[src/rtl/mips32_pkg.sv]
// Shared opcode, state and mux-select encodings for the mips32 multi-cycle core.
// Latency: none (constants and types only).
// Backpressure: not applicable.
package mips32_pkg;

    localparam logic [5:0] OP_RTYPE    = 6'd0;
    localparam logic [5:0] OP_J        = 6'd2;
    localparam logic [5:0] OP_BEQ      = 6'd4;
    localparam logic [5:0] OP_ADDI     = 6'd8;
    localparam logic [5:0] OP_SLTI     = 6'd10;
    localparam logic [5:0] OP_ANDI     = 6'd12;
    localparam logic [5:0] OP_ORI      = 6'd13;
    localparam logic [5:0] OP_XORI     = 6'd14;
    localparam logic [5:0] OP_LUI      = 6'd15;
    localparam logic [5:0] OP_LW       = 6'd35;
    localparam logic [5:0] OP_SW       = 6'd43;
    localparam logic [5:0] FUNCT_BREAK = 6'd13;

    typedef enum logic [2:0] {
        ST_IDLE   = 3'd0,
        ST_FETCH  = 3'd1,
        ST_DECODE = 3'd2,
        ST_EXEC   = 3'd3,
        ST_MEM    = 3'd4,
        ST_WB     = 3'd5,
        ST_HALT   = 3'd6
    } state_t;

    typedef enum logic [1:0] {
        PC_PLUS4  = 2'b00,
        PC_BRANCH = 2'b01,
        PC_JUMP   = 2'b10
    } pc_src_t;

    typedef enum logic [1:0] {
        ALU_RT    = 2'b00,
        ALU_IMM   = 2'b01,
        ALU_SHAMT = 2'b10,
        ALU_SHVAR = 2'b11
    } alu_src_t;

endpackage

[src/rtl/multicycle_sequencer_instr_class.sv]
// Combinational opcode/funct classifier; exactly one class output is high.
// Latency: zero cycles, purely combinational.
// Backpressure: none; output follows the instruction input.
module instr_class
    import mips32_pkg::*;
(
    input  logic [5:0] opcode,
    input  logic [5:0] funct,
    output logic       is_rtype,
    output logic       is_shift_imm,
    output logic       is_shift_var,
    output logic       is_break,
    output logic       is_j,
    output logic       is_beq,
    output logic       is_itype,
    output logic       is_lw,
    output logic       is_sw,
    output logic       is_nop
);

    logic op_r;

    assign op_r         = (opcode == OP_RTYPE);
    // Shift classes pick the ALU B source: funct 0-3 use shamt, 4-7 use rs.
    assign is_break     = op_r && (funct == FUNCT_BREAK);
    assign is_shift_imm = op_r && (funct < 6'd4);
    assign is_shift_var = op_r && (funct >= 6'd4) && (funct < 6'd8);
    assign is_rtype     = op_r && !is_break && !is_shift_imm && !is_shift_var;
    assign is_j         = (opcode == OP_J);
    assign is_beq       = (opcode == OP_BEQ);
    assign is_itype     = (opcode == OP_ADDI) || (opcode == OP_SLTI) || (opcode == OP_ANDI) ||
                          (opcode == OP_ORI)  || (opcode == OP_XORI) || (opcode == OP_LUI);
    assign is_lw        = (opcode == OP_LW);
    assign is_sw        = (opcode == OP_SW);
    assign is_nop       = !(op_r || is_j || is_beq || is_itype || is_lw || is_sw);

endmodule

[src/rtl/multicycle_sequencer.sv]
// Multi-cycle control FSM sequencing one shared memory port and the datapath enables.
// Latency: j 2, beq 3, R/I/sw 4, lw 5 cycles, plus one per memory wait cycle.
// Backpressure: FETCH/MEM hold until mem_ready; a wait longer than MEM_WAIT_MAX halts with fault.
module multicycle_sequencer
    import mips32_pkg::*;
#(
    parameter int MEM_WAIT_MAX = 15,
    parameter int CNT_W        = 32
) (
    input  logic             clk,
    input  logic             rst_n,
    input  logic             run,
    input  logic [31:0]      instruction,
    input  logic             mem_ready,
    input  logic             alu_zero,
    output logic [2:0]       state,
    output logic             mem_req,
    output logic             mem_we,
    output logic             mem_addr_sel,
    output logic             ir_write,
    output logic             pc_write,
    output logic [1:0]       pc_src,
    output logic             reg_write,
    output logic             reg_dst,
    output logic             mem_to_reg,
    output logic [1:0]       alu_src,
    output logic             alu_op,
    output logic             retired,
    output logic [CNT_W-1:0] retired_count,
    output logic             halted,
    output logic             fault
);

    localparam int WAIT_W = (MEM_WAIT_MAX < 1) ? 1 : $clog2(MEM_WAIT_MAX + 1);
    localparam logic [WAIT_W-1:0] WAIT_LIMIT = WAIT_W'(MEM_WAIT_MAX);

    state_t            st, st_nxt, retire_nxt;
    logic [WAIT_W-1:0] wait_cnt;
    logic [CNT_W-1:0]  cnt_q;
    logic              halted_q, fault_q;
    logic              in_mem_phase, timeout;
    logic              is_rtype, is_shift_imm, is_shift_var, is_break, is_j;
    logic              is_beq, is_itype, is_lw, is_sw, is_nop;
    logic              unused_instr_bits;

    // Only opcode and funct steer the sequencer; the rest of the IR feeds the datapath.
    assign unused_instr_bits = ^instruction[25:6];

    instr_class u_class (
        .opcode       (instruction[31:26]),
        .funct        (instruction[5:0]),
        .is_rtype     (is_rtype),
        .is_shift_imm (is_shift_imm),
        .is_shift_var (is_shift_var),
        .is_break     (is_break),
        .is_j         (is_j),
        .is_beq       (is_beq),
        .is_itype     (is_itype),
        .is_lw        (is_lw),
        .is_sw        (is_sw),
        .is_nop       (is_nop)
    );

    assign in_mem_phase  = (st == ST_FETCH) || (st == ST_MEM);
    // A ready in the limit cycle completes the access instead of faulting.
    assign timeout       = in_mem_phase && !mem_ready && (MEM_WAIT_MAX > 0) && (wait_cnt == WAIT_LIMIT);
    assign retire_nxt    = run ? ST_FETCH : ST_IDLE;
    assign state         = st;
    assign retired_count = cnt_q;
    assign halted        = halted_q;
    assign fault         = fault_q;

    // Per-state datapath enables and next-state selection.
    always_comb begin
        st_nxt       = st;
        mem_req      = 1'b0;
        mem_we       = 1'b0;
        mem_addr_sel = 1'b0;
        ir_write     = 1'b0;
        pc_write     = 1'b0;
        pc_src       = PC_PLUS4;
        reg_write    = 1'b0;
        reg_dst      = 1'b0;
        mem_to_reg   = 1'b0;
        alu_src      = ALU_RT;
        alu_op       = 1'b0;
        retired      = 1'b0;
        case (st)
            ST_IDLE: begin
                if (run) st_nxt = ST_FETCH;
            end
            ST_FETCH: begin
                mem_req = 1'b1;
                if (mem_ready) begin
                    ir_write = 1'b1;
                    pc_write = 1'b1;
                    st_nxt   = ST_DECODE;
                end else if (timeout) begin
                    st_nxt = ST_HALT;
                end
            end
            ST_DECODE: begin
                if (is_break) begin
                    retired = 1'b1;
                    st_nxt  = ST_HALT;
                end else if (is_j) begin
                    pc_write = 1'b1;
                    pc_src   = PC_JUMP;
                    retired  = 1'b1;
                    st_nxt   = retire_nxt;
                end else if (is_nop) begin
                    retired = 1'b1;
                    st_nxt  = retire_nxt;
                end else begin
                    st_nxt = ST_EXEC;
                end
            end
            ST_EXEC: begin
                if (is_rtype || is_shift_imm || is_shift_var) begin
                    alu_op  = 1'b1;
                    alu_src = is_shift_imm ? ALU_SHAMT : (is_shift_var ? ALU_SHVAR : ALU_RT);
                    st_nxt  = ST_WB;
                end else if (is_beq) begin
                    pc_src   = PC_BRANCH;
                    pc_write = alu_zero;
                    retired  = 1'b1;
                    st_nxt   = retire_nxt;
                end else begin
                    alu_src = ALU_IMM;
                    st_nxt  = (is_lw || is_sw) ? ST_MEM : ST_WB;
                end
            end
            ST_MEM: begin
                mem_req      = 1'b1;
                mem_addr_sel = 1'b1;
                mem_we       = is_sw;
                if (mem_ready) begin
                    if (is_sw) begin
                        retired = 1'b1;
                        st_nxt  = retire_nxt;
                    end else begin
                        st_nxt = ST_WB;
                    end
                end else if (timeout) begin
                    st_nxt = ST_HALT;
                end
            end
            ST_WB: begin
                reg_write  = 1'b1;
                reg_dst    = is_rtype || is_shift_imm || is_shift_var;
                mem_to_reg = is_lw;
                retired    = 1'b1;
                st_nxt     = retire_nxt;
            end
            ST_HALT: begin
                st_nxt = ST_HALT;
            end
            default: begin
                st_nxt = ST_IDLE;
            end
        endcase
    end

    // State, wait counter, retire counter and sticky flags.
    always_ff @(posedge clk or negedge rst_n) begin
        if (!rst_n) begin
            st       <= ST_IDLE;
            wait_cnt <= '0;
            cnt_q    <= '0;
            halted_q <= 1'b0;
            fault_q  <= 1'b0;
        end else begin
            st       <= st_nxt;
            wait_cnt <= (in_mem_phase && !mem_ready && !timeout) ? wait_cnt + WAIT_W'(1) : '0;
            if (retired)            cnt_q    <= cnt_q + CNT_W'(1);
            if (st_nxt == ST_HALT)  halted_q <= 1'b1;
            if (timeout)            fault_q  <= 1'b1;
        end
    end

endmodule

[config.mk]
export PLATFORM = sky130hd
export DESIGN_NAME = multicycle_sequencer
export DESIGN_NICKNAME = d
export VERILOG_FILES = /design/src/rtl/mips32_pkg.sv /design/src/rtl/multicycle_sequencer_instr_class.sv /design/src/rtl/multicycle_sequencer.sv
export SDC_FILE = /design/constraint.sdc
export NUM_CORES = 1
export LEC_CHECK = 0
export ABC_AREA = 1
export CORE_UTILIZATION = 40
export DETAILED_ROUTE_END_ITERATION = 8
export HOLD_SLACK_MARGIN = 0.1
export PLACE_DENSITY = 0.81
export SETUP_SLACK_MARGIN = 0.5
export SLEW_MARGIN = 20
export SYNTH_ARGS = -nofsm -noshare
export SYNTH_HDL_FRONTEND = slang
export SYNTH_SLANG_ARGS = --single-unit
export TNS_END_PERCENT = 20
[constraint.sdc]
create_clock -name clk -period 1.6 [get_ports clk]
set_input_delay 0.32 -clock clk [delete_from_list [all_inputs] [get_ports clk]]
set_output_delay 0.32 -clock clk [all_outputs]
set_load 0.05 [all_outputs]
==> run_results.csv <==
group,metric,value,unit
synthesis,synth_warnings,0,
sta,slew_violations,0,
power,design_power_total,5372,uW
status,status,"finished with violations",
routing,routedWlPerCell,16.68,um
synthesis,avgSynthCellArea,6.579,um2
synthesis,seq_area_frac_synth,33.83,%
clock_tree,clk_path_buf_depth,2,
finish,drive_gt1_share,42.44,%
global_routing,grt_first_pass_wirelength,18.63,mm
power,p_leak,0.002593,uW
placed_design,gp_congestion,0.9265,
synthesis,synth_nets,500,
routing,via_per_inst,5.444,
clock_tree,cts_tree,"done",
routing,wl,11.91,mm
finish,fillers,471,
die,die_w,89.08,um
synthesis,ys_ff_latch,41,
sta,fmax,0.5218,GHz
global_routing,grt_start_max_net_pins,33,
sta,post-route-period-util,119.8,%
flow_run,maxCapViolCount,0,
sta,hold_violations,0,
synthesis,syn_area,0.003033,mm2
sta,setup_viol,47,
die,io_pins,88,
sta,max_slew_margin,73.32,%
global_routing,grt_pass1_vias,4047,
clock_tree,clockRootBuffer,"clkbuf_8",
die,std_cell_rows,31,
clock_tree,clock_latency,0.30,ns
critical_path,cp-end-kind,"output pin",
power,powerDensity,965.9,mW/mm2
global_routing,overflow,0,
sta,setup_ws,-0.3163,ns
power,vdd_drop_max,1067,uV
routing,ant_nets,0,
clock_tree,cts_sinks,41,
routing,drtIter0Drc,306,
clock_tree,cts_made_buffers,5,
sta,rsz0062_at_grt,"true",
finish,multi_input_area,0.002197,mm2
finish,antenna_cells,0,
finish,seq_area,0.001052,mm2
critical_path,crit_required,1.28,ns
critical_path,crit_arrival,1.60,ns
clock_tree,cts_max_level,2,
die,coreArea,0.007292,mm2
critical_path,crit_type,"register to output pin",
die,dieArea,0.007934,mm2
global_routing,grt_usage,30.58,%
sta,holdWs,0.4661,ns
routing,firstDrtPassIters,5,
critical_path,crit_path_start_kind,"register",
sta,worst_pin_slew,0.4003,ns
global_routing,antenna_found_initial,0,
placed_design,dp_hpwl,7.193,mm
finish,fin_nets,653,
status,violations,"setup timing",
die,die_h,89.08,um
sta,skew,0.005634,ns
synthesis,synth.distinct_cells,29,
clock_tree,clkTransAtPathRegs,0.09,ns
placed_design,port_buffers,67,
die,start_util,41.59,%
critical_path,ff2ff_setup_slack,-0.18,ns
finish,areaGrowthSynthToFinish,83.37,%
routing,vias,3887,
min_path,hold_path_class,"input port to async pin",
sta,period_minus_slack,1.916,ns
synthesis,synth_cells,461,
routing,drc,0,
critical_path,worstPathMaxFanout,5,
[report_power, final]
group          total [uW]  internal [uW]  switching [uW]  leakage, uW
logic                3330           1480            1840      0.00201
clock network         745            350             395    0.0000512
registers            1300           1140             158     0.000529
[flip-flops by register name, summed over array words and instances, names as in the netlist]
name,flops
retired_count,32
wait_cnt,4
state,3
fault,1
halted,1
[critical path: stages (launching register included)]
cell and delay (ns):
dfrtp_2 0.49, nor2_2 0.19, nand2_2 0.11, buf_4 0.18, nor3_4 0.16, buf_12 0.16
[metal layers]
| layer | wire, um | vias up | share of wire, % | track usage (%) |
|---|---|---|---|---|
| met5 | 0 | - | 0 | 0 |
| met4 | 660 | 0 | 5.5 | 18.90 |
| met3 | 708 | 75 | 5.9 | 6.279 |
| met2 | 6243 | 215 | 52 | 56.85 |
| met1 | 4296 | 1827 | 36 | 31.47 |
| li1 | - | 1770 | - | - |
[cell type report]
class                   instances  area share [%]
clock buffers                   6           1.485
flip-flops and latches         41           18.92
well taps                      99           2.227
multi-input cells             381           39.51
clock inverters                 2          0.2475
inverters                      32           2.430
repair buffers                153           35.19
[per-stage QoR]
step	util (%)	instances	setup WS (ns)	setup TNS, ns	area, um2
after floorplan	-	461	-0.1794	-2.781	3148
after global placement	64.55	669	-0.4776	-19.11	4707
after detailed placement	64.55	669	-0.5887	-23.50	4707
after CTS	74.50	709	-0.2511	-2.795	5433
after global routing	76.27	714	-0.4046	-9.745	5562
final	76.27	714	-0.3163	-7.438	5562
[cell usage after synthesis]
cell type	number	area share [%]
nand2_2	10	2.1
and3_1	1	0.21
nor2_2	9	1.9
nor3_1	3	0.49
nand4_1	2	0.41
or2_2	1	0.21
nor2_8	1	0.66
buf_6	6	2.2
dfrtp_1	41	34
nand2_1	187	23
nand2_4	1	0.37
o221ai_1	1	0.29
inv_1	27	3.3
xor2_1	12	3.5
nand3_4	1	0.58
a21o_1	1	0.25
ha_1	2	0.82
xnor2_1	5	1.4
nor4_1	2	0.41
o21bai_1	1	0.25
inv_2	5	0.62
nand3b_1	16	4.0
nor2_4	2	0.74
nand3_1	43	7.1
nor2_1	67	8.3
a21oi_1	3	0.49
buf_2	3	0.49
o21ai_0	4	0.66
nand3_2	4	1.3
[kinds of logic (layout without fill, tap and decap cells)]
group / count (synthesis) / count (layout) / share of synthesized area, %
xor+xnor: 17 / 17 / 4.909
fa+ha+maj: 2 / 2 / 0.8250
simple gates: 350 / 352 / 51.82
flops: 41 / 41 / 33.83
compound gates: 10 / 10 / 1.939
buf+inv: 41 / 193 / 6.683
[layout by cell type (no fill, tap or decap), types with 6 or more instances in the layout]
master           n
nand2_1        176
nor2_1          59
buf_12          51
buf_4           49
buf_6           40
nand3_1         22
dfrtp_1         22
inv_1           21
nand3_2         21
dfrtp_2         18
nand2_2         16
nand3b_1        16
nor2_4          15
xor2_1          12
inv_4            6
nor2_2           6
clkbuf_8         6
dlygate4sd2_1    6
[worst paths after layout]
kind	from	end	depth (start not counted)
worst min register to register	halted$_DFFE_PN0N_	halted$_DFFE_PN0N_	2
worst min-delay path	rst_n	retired_count[26]$_DFFE_PN0P_	2
worst max register to register	state[0]$_DFF_PN0_	retired_count[1]$_DFFE_PN0P_	12
worst max-delay path	state[1]$_DFF_PN0_	mem_we	5
min in group clk	halted$_DFFE_PN0N_	halted$_DFFE_PN0N_	2
max in group asynchronous	rst_n	retired_count[16]$_DFFE_PN0P_	3
[timing repair]
action,in CTS,in global routing
hold buffers,1,0
gates cloned,2,0
pin swaps,34,13
hold endpoints to repair,15,0
buffers inserted,29,5
resized for setup,143,30
endpoints found under the setup margin,92,92
Note: power is estimated with default switching activity, not from simulation.
